===== src/rtl/alu_share_pkg.sv =====
`default_nettype none
// ============================================================================
// alu_share_pkg : control codes, state encoding and ID width for alu_share_ctrl
// Revision: 1.0
// ============================================================================
package alu_share_pkg;

  localparam int unsigned C_ID_W = 1;

  localparam logic [3:0] c_alu_and = 4'd0;
  localparam logic [3:0] c_alu_or  = 4'd1;
  localparam logic [3:0] c_alu_add = 4'd2;
  localparam logic [3:0] c_alu_sub = 4'd6;
  localparam logic [3:0] c_alu_slt = 4'd7;
  localparam logic [3:0] c_alu_nor = 4'd12;

  typedef enum logic [1:0] {
    ST_IDLE = 2'd0,
    ST_EXEC = 2'd1,
    ST_RESP = 2'd2
  } state_e;

  function automatic logic is_legal_ctrl(input logic [3:0] ctrl);
    case (ctrl)
      c_alu_and, c_alu_or, c_alu_add,
      c_alu_sub, c_alu_slt, c_alu_nor: return 1'b1;
      default:                         return 1'b0;
    endcase
  endfunction

endpackage
`default_nettype wire


===== src/rtl/alu_share_ctrl_alu.sv =====
`default_nettype none
// ============================================================================
// alu_share_ctrl_alu : combinational ALU (src1/src2/ctrl -> result/zero)
// Revision: 1.0
// ============================================================================
module alu_share_ctrl_alu
  import alu_share_pkg::*;
#(
  parameter int DATA_W = 32
) (
  input  logic [DATA_W-1:0] i_src1,
  input  logic [DATA_W-1:0] i_src2,
  input  logic [3:0]        i_ctrl,
  output logic [DATA_W-1:0] o_result,
  output logic              o_zero
);

  logic [DATA_W-1:0] w_result;

  always_comb begin
    w_result = '0;
    case (i_ctrl)
      c_alu_and: w_result = i_src1 & i_src2;
      c_alu_or:  w_result = i_src1 | i_src2;
      c_alu_add: w_result = i_src1 + i_src2;
      c_alu_sub: w_result = i_src1 - i_src2;
      c_alu_slt: w_result = {{(DATA_W-1){1'b0}}, (i_src1 < i_src2)};
      c_alu_nor: w_result = ~(i_src1 | i_src2);
      default:   w_result = '0;
    endcase
  end

  assign o_result = w_result;
  assign o_zero   = (w_result == '0);

endmodule
`default_nettype wire


===== src/rtl/alu_share_ctrl.sv =====
`default_nettype none
// ============================================================================
// alu_share_ctrl : arbitrates two requesters onto one ALU, registered response
// Revision: 1.0
// ============================================================================
module alu_share_ctrl
  import alu_share_pkg::*;
#(
  parameter int DATA_W = 32,
  parameter bit RR_EN  = 1'b1
) (
  input  logic              clk_i,
  input  logic              rst_i,
  input  logic              req0_valid_i,
  output logic              req0_ready_o,
  input  logic [DATA_W-1:0] req0_src1_i,
  input  logic [DATA_W-1:0] req0_src2_i,
  input  logic [3:0]        req0_ctrl_i,
  input  logic              req1_valid_i,
  output logic              req1_ready_o,
  input  logic [DATA_W-1:0] req1_src1_i,
  input  logic [DATA_W-1:0] req1_src2_i,
  input  logic [3:0]        req1_ctrl_i,
  output logic              rsp_valid_o,
  input  logic              rsp_ready_i,
  output logic              rsp_id_o,
  output logic [DATA_W-1:0] rsp_result_o,
  output logic              rsp_zero_o,
  output logic              rsp_illegal_o
);

  state_e            r_state, w_state_nxt;
  logic [DATA_W-1:0] r_src1, r_src2;
  logic [3:0]        r_ctrl;
  logic [C_ID_W-1:0] r_id;
  logic              r_last_grant;
  logic [DATA_W-1:0] r_rsp_result;
  logic              r_rsp_zero, r_rsp_illegal;
  logic [C_ID_W-1:0] r_rsp_id;

  logic              w_accept_win, w_take, w_both_pick, w_grant_id, w_legal;
  logic [DATA_W-1:0] w_alu_result;
  logic              w_alu_zero;

  // Under contention the round-robin picker favours whoever lost last time.
  if (RR_EN) begin : g_rr
    assign w_both_pick = ~r_last_grant;
  end else begin : g_fixed
    assign w_both_pick = 1'b0;
  end

  assign w_accept_win = (r_state == ST_IDLE) || ((r_state == ST_RESP) && rsp_ready_i);
  assign w_take       = w_accept_win && (req0_valid_i || req1_valid_i);
  assign w_grant_id   = (req0_valid_i && req1_valid_i) ? w_both_pick : req1_valid_i;

  always_ff @(posedge clk_i or negedge rst_i) begin
    if (!rst_i) r_state <= ST_IDLE;
    else        r_state <= w_state_nxt;
  end

  always_comb begin
    w_state_nxt = r_state;
    case (r_state)
      ST_IDLE: if (w_take) w_state_nxt = ST_EXEC;
      ST_EXEC: w_state_nxt = ST_RESP;
      ST_RESP: if (rsp_ready_i) w_state_nxt = w_take ? ST_EXEC : ST_IDLE;
      default: w_state_nxt = ST_IDLE;
    endcase
  end

  always_comb begin
    req0_ready_o = w_take && !w_grant_id;
    req1_ready_o = w_take &&  w_grant_id;
    rsp_valid_o  = (r_state == ST_RESP);
  end

  alu_share_ctrl_alu #(
    .DATA_W (DATA_W)
  ) u_alu (
    .i_src1   (r_src1),
    .i_src2   (r_src2),
    .i_ctrl   (r_ctrl),
    .o_result (w_alu_result),
    .o_zero   (w_alu_zero)
  );

  assign w_legal = is_legal_ctrl(r_ctrl);

  always_ff @(posedge clk_i or negedge rst_i) begin
    if (!rst_i) begin
      r_src1        <= '0;
      r_src2        <= '0;
      r_ctrl        <= '0;
      r_id          <= '0;
      r_last_grant  <= 1'b1;
      r_rsp_result  <= '0;
      r_rsp_zero    <= 1'b0;
      r_rsp_illegal <= 1'b0;
      r_rsp_id      <= '0;
    end else begin
      if (w_take) begin
        r_src1       <= w_grant_id ? req1_src1_i : req0_src1_i;
        r_src2       <= w_grant_id ? req1_src2_i : req0_src2_i;
        r_ctrl       <= w_grant_id ? req1_ctrl_i : req0_ctrl_i;
        r_id         <= w_grant_id;
        r_last_grant <= w_grant_id;
      end
      if (r_state == ST_EXEC) begin
        r_rsp_result  <= w_legal ? w_alu_result : '0;
        r_rsp_zero    <= w_legal ? w_alu_zero : 1'b1;
        r_rsp_illegal <= !w_legal;
        r_rsp_id      <= r_id;
      end
    end
  end

  assign rsp_result_o  = r_rsp_result;
  assign rsp_zero_o    = r_rsp_zero;
  assign rsp_illegal_o = r_rsp_illegal;
  assign rsp_id_o      = r_rsp_id;

endmodule
`default_nettype wire


===== config.mk =====
export PLATFORM = sky130hd
export DESIGN_NAME = alu_share_ctrl
export DESIGN_NICKNAME = d
export VERILOG_FILES = /design/src/rtl/alu_share_pkg.sv /design/src/rtl/alu_share_ctrl_alu.sv /design/src/rtl/alu_share_ctrl.sv
export SDC_FILE = /design/constraint.sdc
export NUM_CORES = 1
export LEC_CHECK = 0
export CORE_UTILIZATION = 45
export DETAILED_ROUTE_END_ITERATION = 8
export PLACE_DENSITY = 0.69
export SYNTH_ARGS = -nofsm -noshare
export SYNTH_HDL_FRONTEND = slang
export SYNTH_SLANG_ARGS = --single-unit

===== constraint.sdc =====
create_clock -name clk_i -period 4.1 [get_ports clk_i]
set_clock_uncertainty 0.2 [all_clocks]
set_input_delay 0.82 -clock clk_i [delete_from_list [all_inputs] [get_ports clk_i]]
set_output_delay 0.82 -clock clk_i [all_outputs]
set_load 0.02 [all_outputs]

==> results.toml <==
[outcome]
status = "complete, no violations"

[synth]
synth_top_area_share_pct = 25.4
synth-seq-area-share_pct = 25.7
synth_cells = 1299
ys_ff_latch = 107
avgSynthCellArea_um2 = 8.03
syn_nets = 1546
synth_cell_type_count = 97
netlist_area_um2 = 10400
yosys-top-cells-area = "dfrtp_1 25%, ha_1 12%, mux2i_1 6.9%"
synth_area_leader_cell = "dfrtp_1"
synthFlopType = "dfrtp_1"
synth_edf_count = 0
yosys_warnings = 0
async_reset_ff_share_pct = 100

[layout]
diodes = 0
num-nets-final = 1713
multi_input_area_um2 = 7150
design_area_um2 = 13200
areaGrowthSynthToFinish_pct = 26.2
regArea_um2 = 2680
layout-drive-gt1-share_pct = 10.2
fillers = 2134

[detailed_routing]
antenna_left = 0
drtIter0Drc = 1187
drc = 0
routed_wl_um = 35700
first_pass_iters = 6
vias = 10800
avgRoutedWirePerCell_um = 20.3
via_per_inst = 6.13

[sta]
slew_headroom_pct = 16.5
fin_hold_ws_ns = 0.244
hold_violations = 0
rsz0062_at_grt = "no"
finalWorstSetupSlack_ns = 0.180
worst_pin_slew_ns = 1.25
fmax_ghz = 0.255
fin_crit_sh_pct = 95.6
slew_viol_final = 0
finalSetupViolCount = 0
fin_crit_ns = 3.92

[placed_design]
place.gp.congestion = 1.01
io_buffer_count = 178
hpwlAfterDp_um = 28600
placed_area_um2 = 12700
pre_cts_ws_ns = -0.00569

[worst_setup_path]
slowest_delay_ns = 0.54
cp-start-kind = "flip-flop"
critical_path.max_fanout = 12
path_buf_inv = 1
slowest_stage = "or4_1"
r2r_start = "r_src2[6]"
crit_arrival_ns = 4.00
reg2reg_slack_ns = 0.18
end_kind = "flip-flop"
worstPathRequired_ns = 4.18
worstPathCellList = "inv_1, ha_2, nor2b_2, o211ai_1, a31o_2, and3b_4, nor2_8, o21ai_0, a221o_1, or4_1, nor4_2, nand3_1, o32ai_2"
r2r_end = "rsp_zero_o"
critPathKind = "reg -> reg"
r2r_cells = 13
crit_family = "simple AND/OR/NAND/NOR gates"

[min_path]
min_path_type = "in -> async"

[global_route]
gr-usage-met3_pct = 4.60
antenna_found_initial = 0
met1_usage_pct = 46.0
grt_max_degree = 93
grt_pass1_wl_um = 55800
grt_usage_pct = 30.2
busiest_layer = "met1"
grtUsageMet2_pct = 43.7
grt_pass1_vias = 9965
grt.overflow.total = 0

[pwr]
clkPwrFrac_pct = 6.9
ir_drop_v = 0.000364
p_int_mw = 5.65
leakagePower_nw = 5.81
p_comb_share_pct = 77.6
swShare_pct = 55.3
p_per_area_nw_per_um2 = 961
p_seq_share_pct = 15.5
switchingPower_mw = 6.99

[die]
initial_core_util_pct = 45.9
die_w_um = 154
num_rows = 55
die_h_um = 154
die_area_um2 = 23800
io_pins = 179
coreArea_um2 = 22700

[clock_network]
clk_latency_ns = 0.37
cts_buffer_depth = 2
cts_buffers = 9
postCtsHoldBufs = 0
cts_tree = "yes"
root_buffer = "clkbuf_16"
clock_sink_count = 107
clk_pin_slew_ns = 0.08
cts-htree-levels = 3

[flow_run]
cap_violations = 0
## cell usage after synthesis (13+ instances only)
cell / count
a221o_1: 17
nand2_1: 139
dfrtp_1: 106
o21ai_0: 126
inv_1: 96
clkbuf_1: 47
a31oi_1: 16
buf_2: 24
a221oi_1: 21
mux2i_1: 72
ha_1: 104
nand3_1: 24
a21o_1: 18
nor3_1: 13
nand4_1: 15
a22o_1: 14
nor2_1: 98
a21oi_1: 86
## flip-flops by register name, indices dropped and copies added, names as in the netlist
register	cells
rsp_zero_o	1
r_ctrl	4
r_id	1
rsp_illegal_o	1
r_state	2
rsp_result_o	32
r_src1	32
r_src2	32
r_last_grant	1
rsp_id_o	1
## through the flow
step | TNS (ns) | utilization [%] | std cells | total power [mW]
after floorplan | 0 | - | 1299 | 8.14
after global placement | 0 | 56.1 | 1739 | 11.2
after detailed placement | -0.00569 | 56.1 | 1739 | 11.3
after CTS | 0 | 57.4 | 1755 | 12.2
after global routing | 0 | 57.9 | 1756 | 13.6
final | 0 | 57.9 | 1756 | 12.6
## how the worst max path moves through the flow
stage / from / endpoint / slack (ns) / depth (start not counted)
after global placement: r_src1[1] / rsp_zero_o / 0.05 / 13
after floorplan: r_src1[0] / rsp_zero_o / 0.59 / 14
final: r_src2[6] / rsp_zero_o / 0.18 / 13
after CTS: r_src1[0] / rsp_zero_o / 0.02 / 14
after global routing: r_src2[5] / rsp_zero_o / 0.0004 / 13
after detailed placement: r_src1[0] / rsp_zero_o / -0.006 / 14
## kinds of logic (layout without fill, tap and decap cells)
family,Yosys count,in the layout,synth area share [%]
buf+inv,185,357,7.31
flops,107,107,25.7
simple gates,373,373,17.1
mux,74,74,7.13
compound gates,449,449,29.5
fa+ha+maj,106,106,12.9
xor+xnor,5,5,0.420
## area by class of cell
class                      instances  share of cell area, %
multi-input combinational       1007                   54.4
sequential                       107                   20.4
timing repair buffer             242                   17.6
clock inverter                     7                  0.457
tap                              285                   2.71
clock buffer                       9                   1.71
inverter                          99                   2.82
## cells in the final DEF, fill, tap and decap left out, drive strengths merged, types with 9 or more instances in the layout
cell type | Yosys | layout
a22o | 15 | 15
a211oi | 10 | 10
a31oi | 17 | 17
o221ai | 9 | 9
nor2 | 99 | 99
clkbuf | 47 | 9
a221o | 17 | 17
a21o | 19 | 19
a21oi | 88 | 88
dfrtp | 106 | 106
buf | 39 | 65
ha | 104 | 104
a211o | 9 | 9
nor2b | 10 | 10
nor3 | 13 | 13
nand2b | 12 | 12
mux2i | 72 | 72
o21ai | 134 | 134
o211ai | 12 | 12
nand3 | 24 | 24
clkdlybuf4s50 | 0 | 177
a221oi | 22 | 22
nand4 | 15 | 15
o31ai | 11 | 11
nand2 | 139 | 139
nor4 | 14 | 14
o21bai | 10 | 10
inv | 98 | 101
## power by group through the flow
stage	Sequential [mW]	Clock, mW	Combinational (mW)
final	1.96	0.872	9.80
after global routing	2.03	0.921	10.6
after CTS	1.96	0.893	9.32
after detailed placement	1.98	0	9.27
after global placement	1.95	0	9.21
after floorplan	1.94	0	6.20
## worst reg2reg max path, delay by kind of cell (launching register included)
family | cells | cell delay [ns]
buffers and inverters | 1 | 0.09
adder cells (fa/ha/maj) | 1 | 0.36
AND/OR/NAND/NOR | 6 | 1.48
AO/OA/AOI/OAI | 5 | 1.30
flip-flops | 1 | 0.41
## routing by layer
metal / part of all wire (%) / vias up
met1: 47 / 5078
li1: - / 5088
met3: 9.2 / 46
met5: 0 / -
met4: 1.8 / 0
met2: 42 / 557
## what timing repair did
item / 4_1_cts / 5_1_grt
cloned: 0 / 0
resized for setup: 1 / 31
setup buffers: 0 / 1
endpoints found under the setup margin: 1 / 1
pin swaps: 0 / 6
(Power assumes the default switching activity.)
